File: config.mk
export PLATFORM = sky130hd
export DESIGN_NAME = instr_readback_seq
export DESIGN_NICKNAME = d
export VERILOG_FILES = /design/src/rtl/instr_readback_seq.sv
export SDC_FILE = /design/constraint.sdc
export NUM_CORES = 1
export LEC_CHECK = 0
export CORE_MARGIN = 3
export CORE_UTILIZATION = 59
export DETAILED_ROUTE_END_ITERATION = 7
export GPL_ROUTABILITY_DRIVEN = 0
export PLACE_DENSITY = 0.81
export SYNTH_ARGS = -nofsm -noshare
export SYNTH_HDL_FRONTEND = slang
export SYNTH_SLANG_ARGS = --single-unit
File: constraint.sdc
create_clock -name clk -period 13.9 [get_ports clk]
set_clock_uncertainty 0.1 [all_clocks]
set_input_delay 2.085 -clock clk [delete_from_list [all_inputs] [get_ports clk]]
set_output_delay 2.085 -clock clk [all_outputs]
set_load 0.02 [all_outputs]
File: src/rtl/instr_readback_seq.sv
// ---------------------------------------------------------------------------
// instr_readback_seq
//
// Read-side companion of the instruction register. A start pulse launches a
// sweep of read_pointer over an address window (incrementing or decrementing,
// wrapping mod 32). Each word returned by the instruction register is
// captured, together with the address it came from, into a small FIFO. The
// FIFO head is then presented on a valid/ready stream.
//
// instruction_word / out_word layout (131 bits):
//   [130:128] opc       3-bit opcode (ZERO, PASSA, PASSB, ADD, SUB, MULT, DIV, MOD)
//   [127:96]  op_a      signed 32-bit operand
//   [95:64]   op_b      signed 32-bit operand
//   [63:0]    rezultat  signed 64-bit result
//
// Optional feature: define INSTR_RDSEQ_CHECK_EN to recompute the result of
// every captured word and count mismatches in err_cnt (saturating, cleared
// by an accepted start). Without the macro err_cnt is tied to 0.
//
// Parameters:
//   RD_LATENCY  cycles from read_pointer update to valid instruction_word (1..4)
//   FIFO_DEPTH  output FIFO entries, power of 2, 2..16
//
// Ports:
//   clk               system clock, rising edge
//   reset_n           asynchronous active-low reset
//   start             1-cycle pulse, launches a sweep (ignored unless idle)
//   dir               0 = incrementing, 1 = decrementing addresses
//   start_addr[4:0]   first address of the sweep
//   count[5:0]        words to read, values above 32 clamp to 32
//   read_pointer[4:0] address driven to the instruction register
//   instruction_word  read data from the instruction register
//   out_valid         FIFO head valid
//   out_ready         consumer accepts head when out_valid & out_ready
//   out_addr[4:0]     address the head word was read from
//   out_word          captured instruction word at the head
//   busy              sweep in progress (ISSUE or DRAIN)
//   done              1-cycle pulse when a sweep completes
//   err_cnt[7:0]      result-check mismatch count
// ---------------------------------------------------------------------------
module instr_readback_seq #(
  parameter int RD_LATENCY = 1,
  parameter int FIFO_DEPTH = 4
) (
  input  logic         clk,
  input  logic         reset_n,
  input  logic         start,
  input  logic         dir,
  input  logic [4:0]   start_addr,
  input  logic [5:0]   count,
  output logic [4:0]   read_pointer,
  input  logic [130:0] instruction_word,
  output logic         out_valid,
  input  logic         out_ready,
  output logic [4:0]   out_addr,
  output logic [130:0] out_word,
  output logic         busy,
  output logic         done,
  output logic [7:0]   err_cnt
);

  localparam int PTR_W = $clog2(FIFO_DEPTH);
  localparam int CNT_W = PTR_W + 1;

  typedef enum logic [1:0] {
    S_IDLE  = 2'd0,
    S_ISSUE = 2'd1,
    S_DRAIN = 2'd2,
    S_DONE  = 2'd3
  } state_t;

  state_t state_reg, state_next;

  // Sweep control
  logic       dir_reg;
  logic [4:0] addr_reg;
  logic [5:0] remaining_reg;
  logic [4:0] read_pointer_reg;

  // In-flight tracking: one tag per outstanding read, shifted once per cycle
  logic [RD_LATENCY-1:0]      pipe_vld_reg;
  logic [RD_LATENCY-1:0]      pipe_vld_next;
  logic [RD_LATENCY-1:0][4:0] pipe_addr_reg;
  logic [RD_LATENCY-1:0][4:0] pipe_addr_next;
  logic [2:0]                 inflight;

  // Output FIFO
  logic [130:0]     word_mem [FIFO_DEPTH];
  logic [4:0]       addr_mem [FIFO_DEPTH];
  logic [PTR_W-1:0] wr_ptr_reg;
  logic [PTR_W-1:0] rd_ptr_reg;
  logic [CNT_W-1:0] fifo_cnt_reg;

  logic       start_ok;
  logic [5:0] count_clamped;
  logic [5:0] occupancy;
  logic       issue_space;
  logic       issue_fire;
  logic       push;
  logic       pop;

  assign count_clamped = (count > 6'd32) ? 6'd32 : count;
  assign start_ok      = (state_reg == S_IDLE) && start;

  always_comb begin
    inflight = '0;
    for (int i = 0; i < RD_LATENCY; i++) begin
      inflight = inflight + 3'(pipe_vld_reg[i]);
    end
  end

  // Only issue when every outstanding read is guaranteed a FIFO slot. A pop
  // in the same cycle is deliberately not credited, which keeps this path
  // independent of out_ready.
  assign occupancy   = 6'(fifo_cnt_reg) + 6'(inflight);
  assign issue_space = occupancy < 6'(FIFO_DEPTH);
  assign issue_fire  = (state_reg == S_ISSUE) && issue_space;

  // The oldest tag reaching the end of the pipe means instruction_word now
  // holds the data for that address.
  assign push = pipe_vld_reg[RD_LATENCY-1];
  assign pop  = out_valid && out_ready;

  // ------------------------------------------------------------------------
  // FSM
  // ------------------------------------------------------------------------
  always_ff @(posedge clk or negedge reset_n) begin
    if (!reset_n) begin
      state_reg <= S_IDLE;
    end else begin
      state_reg <= state_next;
    end
  end

  always_comb begin
    state_next = state_reg;
    busy       = 1'b0;
    done       = 1'b0;
    case (state_reg)
      S_IDLE: begin
        if (start) begin
          state_next = (count_clamped == 6'd0) ? S_DONE : S_ISSUE;
        end
      end
      S_ISSUE: begin
        busy = 1'b1;
        if (issue_fire && (remaining_reg == 6'd1)) begin
          state_next = S_DRAIN;
        end
      end
      S_DRAIN: begin
        busy = 1'b1;
        if (inflight == 3'd0) begin
          state_next = S_DONE;
        end
      end
      S_DONE: begin
        done       = 1'b1;
        state_next = S_IDLE;
      end
      default: state_next = S_IDLE;
    endcase
  end

  // ------------------------------------------------------------------------
  // Address generation
  // ------------------------------------------------------------------------
  always_ff @(posedge clk or negedge reset_n) begin
    if (!reset_n) begin
      dir_reg          <= 1'b0;
      addr_reg         <= 5'd0;
      remaining_reg    <= 6'd0;
      read_pointer_reg <= 5'h1F;
    end else begin
      if (start_ok) begin
        dir_reg       <= dir;
        addr_reg      <= start_addr;
        remaining_reg <= count_clamped;
      end else if (issue_fire) begin
        read_pointer_reg <= addr_reg;
        // 5-bit arithmetic gives the 31<->0 wrap for free
        addr_reg         <= dir_reg ? (addr_reg - 5'd1) : (addr_reg + 5'd1);
        remaining_reg    <= remaining_reg - 6'd1;
      end
    end
  end

  assign read_pointer = read_pointer_reg;

  // ------------------------------------------------------------------------
  // In-flight pipe: stage 0 takes the tag of the read issued this cycle
  // ------------------------------------------------------------------------
  genvar gi;
  generate
    for (gi = 0; gi < RD_LATENCY; gi++) begin : g_pipe
      if (gi == 0) begin : g_head
        assign pipe_vld_next[gi]  = issue_fire;
        assign pipe_addr_next[gi] = addr_reg;
      end else begin : g_tail
        assign pipe_vld_next[gi]  = pipe_vld_reg[gi-1];
        assign pipe_addr_next[gi] = pipe_addr_reg[gi-1];
      end
    end
  endgenerate

  always_ff @(posedge clk or negedge reset_n) begin
    if (!reset_n) begin
      pipe_vld_reg  <= '0;
      pipe_addr_reg <= '0;
    end else begin
      pipe_vld_reg  <= pipe_vld_next;
      pipe_addr_reg <= pipe_addr_next;
    end
  end

  // ------------------------------------------------------------------------
  // Output FIFO
  // ------------------------------------------------------------------------
  always_ff @(posedge clk) begin
    if (push) begin
      word_mem[wr_ptr_reg] <= instruction_word;
      addr_mem[wr_ptr_reg] <= pipe_addr_reg[RD_LATENCY-1];
    end
  end

  always_ff @(posedge clk or negedge reset_n) begin
    if (!reset_n) begin
      wr_ptr_reg   <= '0;
      rd_ptr_reg   <= '0;
      fifo_cnt_reg <= '0;
    end else begin
      if (push) begin
        wr_ptr_reg <= wr_ptr_reg + 1'b1;
      end
      if (pop) begin
        rd_ptr_reg <= rd_ptr_reg + 1'b1;
      end
      case ({push, pop})
        2'b10:   fifo_cnt_reg <= fifo_cnt_reg + 1'b1;
        2'b01:   fifo_cnt_reg <= fifo_cnt_reg - 1'b1;
        default: fifo_cnt_reg <= fifo_cnt_reg;
      endcase
    end
  end

  // Head is gated to zero when empty so the outputs are clean after reset
  // and never expose stale storage.
  assign out_valid = (fifo_cnt_reg != '0);
  assign out_word  = out_valid ? word_mem[rd_ptr_reg] : '0;
  assign out_addr  = out_valid ? addr_mem[rd_ptr_reg] : '0;

  // ------------------------------------------------------------------------
  // Optional result checker on the captured word
  // ------------------------------------------------------------------------
`ifdef INSTR_RDSEQ_CHECK_EN
  logic [2:0]         chk_opc;
  logic signed [63:0] chk_a;
  logic signed [63:0] chk_b;
  logic signed [63:0] chk_res;
  logic signed [63:0] chk_exp;
  logic               chk_mismatch;
  logic [7:0]         err_cnt_reg;

  assign chk_opc = instruction_word[130:128];
  assign chk_a   = {{32{instruction_word[127]}}, instruction_word[127:96]};
  assign chk_b   = {{32{instruction_word[95]}}, instruction_word[95:64]};
  assign chk_res = instruction_word[63:0];

  always_comb begin
    chk_exp = '0;
    case (chk_opc)
      3'd0: chk_exp = '0;
      3'd1: chk_exp = chk_a;
      3'd2: chk_exp = chk_b;
      3'd3: chk_exp = chk_a + chk_b;
      3'd4: chk_exp = chk_a - chk_b;
      3'd5: chk_exp = chk_a * chk_b;
      3'd6: chk_exp = (chk_b == 64'sd0) ? 64'sd0 : (chk_a / chk_b);
      3'd7: chk_exp = (chk_b == 64'sd0) ? 64'sd0 : (chk_a % chk_b);
      default: chk_exp = '0;
    endcase
  end

  // Four-state compare so an X/Z result is also flagged in simulation
  assign chk_mismatch = push && (chk_res !== chk_exp);

  always_ff @(posedge clk or negedge reset_n) begin
    if (!reset_n) begin
      err_cnt_reg <= 8'd0;
    end else if (start_ok) begin
      err_cnt_reg <= 8'd0;
    end else if (chk_mismatch && (err_cnt_reg != 8'hFF)) begin
      err_cnt_reg <= err_cnt_reg + 8'd1;
    end
  end

  assign err_cnt = err_cnt_reg;
`else
  assign err_cnt = 8'd0;
`endif

endmodule

== Yosys cells after proc, flatten, opt, wreduce, memory -nomap -nowiden ==
Memory sizes are Yosys's and may differ from the RTL's.
Cells that the tools add are included.

* Flip-flop bits (word level): 32
* Memory bits (writable): 544
* Input port bits: 147
* Logic and storage cells: 63
* Memories kept: 2

* $add $sub $neg: 8
* Magnitude comparators: 2
* Equal/unequal tests: 9
* Multiplexer cells: 18
* Bitwise gates (word level): 1
* Reduce and logical (&&, ||, !) cells: 13

{| class="wikitable"
|+ Memories
! memory !! depth !! bits a word !! rd ports !! clocked after Yosys merged registers in !! wr ports !! line !! source
|-
| word_mem || 4 || 131 || 1 || 0 || 1 || 88 || <nowiki>logic [130:0] word_mem [FIFO_DEPTH];</nowiki>
|-
| addr_mem || 4 || 5 || 1 || 0 || 1 || 89 || <nowiki>logic [4:0] addr_mem [FIFO_DEPTH];</nowiki>
|}

{| class="wikitable"
|+ Operators with widths
! cell !! number
|-
| 131-bit 2-to-1 mux || 1
|-
| 5-bit 2-to-1 mux || 4
|-
| 6-bit 2-to-1 mux || 3
|-
| 2-bit 2-to-1 mux || 4
|-
| 2-bit case mux with 4 select lines || 1
|-
| 2-bit equality test (second input constant) || 3
|-
| 6-bit by 1-bit equality test with 1-bit output (second input constant) || 1
|-
| 6-bit greater-than comparator (second input constant) || 1
|-
| 6-bit zero test || 1
|-
| 3-bit case mux with 2 select lines || 1
|-
| 6-bit by 1-bit subtractor with 6-bit output (second input constant) || 1
|-
| 5-bit by 1-bit adder with 5-bit output (second input constant) || 1
|-
| 5-bit by 1-bit subtractor with 5-bit output (second input constant) || 1
|-
| 2-bit by 1-bit adder with 2-bit output (second input constant) || 2
|-
| 3-bit by 1-bit adder with 4-bit output || 1
|-
| 2-bit by 1-bit equality test with 1-bit output (second input constant) || 2
|-
| 1-bit logical AND || 4
|-
| 4-bit by 3-bit less-than comparator with 1-bit output (second input constant) || 1
|-
| 1-bit 2-to-1 mux || 4
|-
| 2-bit inequality test (second input constant) || 2
|-
| 2-bit nonzero test || 2
|-
| 3-bit by 1-bit adder with 3-bit output (second input constant) || 1
|-
| 3-bit zero test || 1
|-
| 3-bit AND reduction || 1
|-
| other kinds (7) || 7
|}

== Longest topological paths before layout ==
Gate-level depths: netlist of the first run.

* Word-level depth: 6
* Mapped depth: 9

== Worst setup path before layout of the first run ==
No wires, ideal clock.

* Path type: register to register
* Start point: register wr_ptr_reg[0]
* End point: memory addr_mem[0][0] (enable)
* Library setup time: 511 ps
* Arrival time: 3738 ps
* Slack: 9551 ps
* Stages on the path, launching flop included: 4
* Cell sequence: dfrtp_1 inv_1 ha_1 and2_1

{| class="wikitable"
|+ RTL lines
! element !! line !! source
|-
| start, declared || 90 || <nowiki>logic [PTR_W-1:0] wr_ptr_reg;</nowiki>
|-
| start signal, assigned || 233 || <nowiki>wr_ptr_reg <= wr_ptr_reg + 1'b1;</nowiki>
|-
| end, declared || 89 ||
|}

Straight into the memory's write port.

== Worst setup path after layout of the first run ==
* Start point: register rd_ptr_reg[0]
* End point: output port out_word[65]

* Longest elaborated chain between the ends: 2

{| class="wikitable"
|+ Ends and longest elaborated chain
! element !! line !! source
|-
| start, declared || 91 || <nowiki>logic [PTR_W-1:0] rd_ptr_reg;</nowiki>
|-
| start signal, assigned || 236 || <nowiki>rd_ptr_reg <= rd_ptr_reg + 1'b1;</nowiki>
|-
| memory read 4 x 131 bit || -- ||
|-
| 131-bit 2-to-1 mux || 249 || <nowiki>assign out_word = out_valid ? word_mem[rd_ptr_reg] : '0;</nowiki>
|-
| end, declared || 56 || <nowiki>output logic [130:0] out_word,</nowiki>
|}

No other way between the ends.

==> flow_summary.toml, run 1 <==
[yosys]
yosysWarnings = 0
synth_area_per_cell_um2 = 21.7
yosysSeqAreaShare_pct = 76.6
synth_edf_count = 544
netlist_area_um2 = 22400
async_flop_share_pct = 5.56
synth_cell_types = 46
ys.flop_type = "edfxtp_1"
syn_inst = 1030
synth-seq-cells = 576

[drt]
wl_per_cell_um = 23.9
vias = 10848
viasPerCell = 5.75
detail_route.wirelength_um = 45200
ant_nets = 0
first_iter_violations = 747
drc = 0
drt_pre_antenna_iters = 5

[finish]
ff_latch_area_um2 = 17200
fillers = 2098
design_area_um2 = 27400
largest_reg_flops = 524
drive_gt1_share_pct = 17.7
nets = 1504
mostFrequentLayoutCells = "edfxtp_1, clkdlybuf4s50_1, and2_1, mux4_2, clkbuf_16"
layout-area-overhead-vs-synth_pct = 22.3
multi_input_area_um2 = 4820
final-instance-count-excl-fill = 1887
final_common_cell = "edfxtp_1"

[clock_tree]
clockRootBuffer = "clkbuf_16"
htree_num_levels = 2
numCtsBuffers = 55
holdBufCountCts = 0
clk-insertion-delay-late_ns = 0.58
clockBufferDepth = 3
clkSlewWorstSetupHoldPaths_ns = 0.06
cts_setup_buffers = 0
clock_sinks = 576
cts_tree = "done"
cts_resized = 0

[setup_path]
crit_arrival_ns = 3.91
crit_path_max_fanout = 49
crit_path_start_kind = "register"
crit_family = "buffers and inverters"
cp-end-kind = "primary output"
cp.required_ns = 11.72
crit_path_cell_trace = "buf_4 > mux4_2 > and2_1 > clkdlybuf4s50_1"
slowest_delay_ns = 1.04
slowest_stage = "dfrtp_4"
path_class = "reg2out"
crit_buf_inv = 2

[placed_design]
portBuffers = 290
place_area_um2 = 25600
dpl.cell_count = 1787
dp_hpwl_um = 26500

[floorplan]
start_util_pct = 60.6
die_area_um2 = 40300
core-area_um2 = 37000
num_rows = 70
pin_count = 299
die_y_um = 201
fp.dieW_um = 201

[global_route]
grt_overflow = 0
antenna_found_initial = 2
grt_pass1_wl_um = 69800
first_global_vias = 11552
grt_max_degree = 82
grtUsageTotal_pct = 22.6

[timing]
hold_violations = 0
fmax_mhz = 164
setup_violations = 0
maxSlewViolCount = 0
period_share_pct = 43.8
fin_crit_ns = 6.09
fin_setup_tns_ns = 0
rsz0062_at_grt = "no"
maxSlewHeadroom_pct = 28.3
tightest_slew_ns = 1.08

[power]
power.static_leakage_nw = 8.95
cellPowerDensity_nw_per_um2 = 224
ir_drop_v = 0.000150

[outcome]
status = "completed"

[flow_run]
drv_cap = 0

[hold_path]
min_path_type = "reg2reg"
[metrics by stage]
step                      worst slack [ns]  utilization (%)  hold WS (ns)  total power, W
after floorplan                       9.55                -         0.283         0.00383
after global placement                8.27             69.4         0.346         0.00470
after detailed placement              8.26             69.4         0.349         0.00474
after CTS                             7.61             74.1         0.358         0.00620
after global routing                  7.44             74.1         0.377         0.00640
final                                 7.81             74.1         0.358         0.00612
[area by class of cell]
type                            instances  share of cell area [%]
Tap cell                              504                    2.30
Clock inverter                         24                   0.859
Sequential cell                       576                    62.6
Clock buffer                           75                    5.49
Timing Repair Buffer                  303                    11.0
Inverter                               12                   0.164
Antenna cell                            1                 0.00914
Multi-Input combinational cell        392                    17.6
[worst paths after layout]
check                                             from                            to  slack (ns)  cells after the start
max                          rd_ptr_reg[0]$_DFFE_PN0N_                  out_word[65]        7.81                      4
min                            addr_reg[2]$_DFFE_PN0P_    pipe_addr_reg[2]$_DFF_PN0_        0.36                      0
max reg2reg                fifo_cnt_reg[2]$_DFFE_PN0P_   fifo_cnt_reg[2]$_DFFE_PN0P_       10.54                      9
min reg2reg                    addr_reg[2]$_DFFE_PN0P_    pipe_addr_reg[2]$_DFF_PN0_        0.36                      0
max in group asynchronous                      reset_n     rd_ptr_reg[0]$_DFFE_PN0N_       11.54                      2
min in group asynchronous                      reset_n  remaining_reg[4]$_DFFE_PN0P_        1.82                      2
[synthesized netlist by cell type (3+ instances only)]
cell type / count / area share, %
mux4_2: 136 / 14
clkbuf_1: 20 / 0.34
nand3_1: 9 / 0.20
dfstp_2: 5 / 0.59
mux2i_1: 3 / 0.13
edfxtp_1: 544 / 73
and2_1: 142 / 4.0
xor2_1: 8 / 0.31
a21oi_1: 5 / 0.11
inv_1: 11 / 0.18
buf_6: 5 / 0.25
nor2_1: 5 / 0.084
buf_4: 8 / 0.27
mux2_2: 5 / 0.25
dfrtp_1: 27 / 3.0
xnor2_1: 5 / 0.20
buf_2: 9 / 0.20
nand2_1: 14 / 0.23
buf_8: 10 / 0.67
o21ai_0: 10 / 0.22
a31oi_1: 3 / 0.084
buf_1: 4 / 0.067
ha_1: 15 / 0.84
[routing by layer]
layer  wire [um]  GRT usage [%]
met3        2760           4.52
met5          20              0
met4        1160           7.25
met2       23300           37.6
met1       17900           30.9
[cell families (layout without fill, tap and decap cells)]
group | after synthesis | after routing | synth area share [%]
other cells | 1 | 9 | 0.0168
fa+ha+maj | 17 | 17 | 1.02
mux | 144 | 144 | 14.1
xor+xnor | 13 | 13 | 0.509
flops | 576 | 576 | 76.6
buf+inv | 69 | 414 | 2.08
compound gates | 24 | 24 | 0.660
simple gates | 186 | 186 | 5.07
[power by group]
part	switching, W	internal [W]	total (W)
clock network	0.000588	0.000845	0.00143
logic	0.00115	0.00116	0.00232
registers	0.000181	0.00219	0.00237
total	0.00192	0.00420	0.00612
Power figures use the tool's default switching activity.
==> run 2: changes to the inputs <==
--- a/config.mk
+++ b/config.mk
@@ -6,10 +6,10 @@
 export NUM_CORES = 1
 export LEC_CHECK = 0
 export CORE_MARGIN = 3
-export CORE_UTILIZATION = 59
+export CORE_UTILIZATION = 55
 export DETAILED_ROUTE_END_ITERATION = 7
 export GPL_ROUTABILITY_DRIVEN = 0
-export PLACE_DENSITY = 0.81
+export PLACE_DENSITY = 0.76
 export SYNTH_ARGS = -nofsm -noshare
 export SYNTH_HDL_FRONTEND = slang
 export SYNTH_SLANG_ARGS = --single-unit
==> constraint.sdc (replaced) <==
create_clock -name clk -period 5.9 [get_ports clk]
set_clock_uncertainty 0.1 [all_clocks]
set_input_delay 0.885 -clock clk [delete_from_list [all_inputs] [get_ports clk]]
set_output_delay 0.885 -clock clk [all_outputs]
set_load 0.02 [all_outputs]
==> flow_summary.toml, run 2 (synthesis gave the netlist of run 1 again) <==
[setup_path]
r2r_slack_ns = 3.16
crit_path_max_fanout = 45
worstSetupStartpoint = "rd_ptr_reg[0]$_DFFE_PN0N_"
crit_end = "out_word[110]"
path_class = "reg2out"
r2r_start = "fifo_cnt_reg[2]$_DFFE_PN0P_"
cp-end-kind = "primary output"
cp.required_ns = 4.91
crit_arrival_ns = 3.42
rr_endpoint = "fifo_cnt_reg[2]$_DFFE_PN0P_"
crit_path_start_kind = "register"
rr_worst_depth = 8

[global_route]
grt_overflow = 0
first_global_vias = 11515
grt_pass1_wl_um = 69300
grt_max_degree = 95
grtUsageTotal_pct = 20.9
antenna_found_initial = 9

[hold_path]
hold_path.startpoint = "addr_reg[4]$_DFFE_PN0P_"
min_path_type = "reg2reg"

[drt]
drc = 0
ant_nets = 0
first_iter_violations = 746
vias = 10806
wl_per_cell_um = 23.4
viasPerCell = 5.63
detail_route.wirelength_um = 44900
drt_pre_antenna_iters = 5

[clock_tree]
htree_num_levels = 2
numCtsBuffers = 57
clockBufferDepth = 3
clkSlewWorstSetupHoldPaths_ns = 0.06
clk-insertion-delay-late_ns = 0.59
cts_setup_buffers = 0
clockRootBuffer = "clkbuf_16"
clock_sinks = 576
cts_tree = "done"
holdBufCountCts = 0
cts_resized = 0

[placed_design]
portBuffers = 290
dpl.cell_count = 1812
dp_hpwl_um = 26500
place_area_um2 = 25800

[finish]
post-route-util_pct = 68.8
fillers = 2546
mostFrequentLayoutCells = "edfxtp_1, clkdlybuf4s50_1, and2_1, mux4_2, clkbuf_16"
final_common_cell = "edfxtp_1"
largest_reg_flops = 524
layout-area-overhead-vs-synth_pct = 22.9
nets = 1510
design_area_um2 = 27500
final-instance-count-excl-fill = 1920
drive_gt1_share_pct = 18.0

[power]
p_int_w = 0.00990
cellPowerDensity_nw_per_um2 = 526
power.static_leakage_nw = 9.00
p_sw_share_pct = 31.6
p_clk_share_pct = 23.5
switchingPower_w = 0.00456
ir_drop_v = 0.000373
pwr-share-comb_pct = 38.2
p_seq_share_pct = 38.4

[floorplan]
die_area_um2 = 43200
num_rows = 73
core-area_um2 = 40000
fp.dieW_um = 208
start_util_pct = 56.0
pin_count = 299
die_y_um = 208

[timing]
tightest_slew_ns = 0.974
fmax_mhz = 227
maxSlewViolCount = 0
fin_crit_ns = 4.41
maxSlewHeadroom_pct = 35.1
fin_setup_tns_ns = 0
setup_violations = 0
hold_violations = 0
period_share_pct = 74.7
rsz0062_at_grt = "no"

[flow_run]
drv_cap = 0

[outcome]
status = "completed"
run 2: how the worst min path moves through the flow:
| stage | to | cells after the start |
|---|---|---|
| global route | pipe_addr_reg[4]$_DFF_PN0_ | 0 |
| finish | pipe_addr_reg[4]$_DFF_PN0_ | 0 |
| detailed placement | pipe_addr_reg[4]$_DFF_PN0_ | 0 |
| global placement | pipe_addr_reg[4]$_DFF_PN0_ | 0 |
| floorplan | pipe_addr_reg[4]$_DFF_PN0_ | 0 |
| CTS | pipe_addr_reg[4]$_DFF_PN0_ | 0 |
run 2: cell type report:
cell class / instances / area [um2] / area share [%]
tap: 525 / 657 / 2.39
timing repair buffer: 307 / 3080 / 11.2
multi-input combinational: 392 / 4820 / 17.5
inverter: 12 / 45.0 / 0.164
clock inverter: 29 / 218 / 0.791
sequential: 576 / 17200 / 62.3
clock buffer: 76 / 1540 / 5.60
antenna: 3 / 7.51 / 0.0273
run 2: layer usage:
layer / GRT usage (%) / share of wire [%] / up-vias
met2: 34.4 / 51 / 361
met4: 7.58 / 2.8 / 12
met1: 28.0 / 40 / 5585
li1: - / - / 4761
met5: 0 / 0.20 / -
met3: 4.87 / 6.9 / 87
run 2: power groups by stage:
stage / combinational (W) / clock, W / sequential, W
floorplan: 0.00356 / 0 / 0.00548
global placement: 0.00554 / 0 / 0.00561
detailed placement: 0.00558 / 0 / 0.00564
CTS: 0.00562 / 0.00348 / 0.00556
global route: 0.00587 / 0.00363 / 0.00563
finish: 0.00552 / 0.00339 / 0.00555
run 2: worst max-delay path, stage by stage (launching register included):
cell and delay (ns):
dfrtp_4 1.07, buf_4 0.45, mux4_2 0.56, and2_1 0.18
clkdlybuf4s50_1 0.55
run 2: through the flow:
step	total power, W	setup slack [ns]	hold slack [ns]
after floorplan	0.00903	1.55	0.283
after global placement	0.0111	2.06	0.326
after detailed placement	0.0112	2.05	0.337
after CTS	0.0147	1.37	0.349
after global routing	0.0151	1.25	0.367
final	0.0145	1.49	0.346
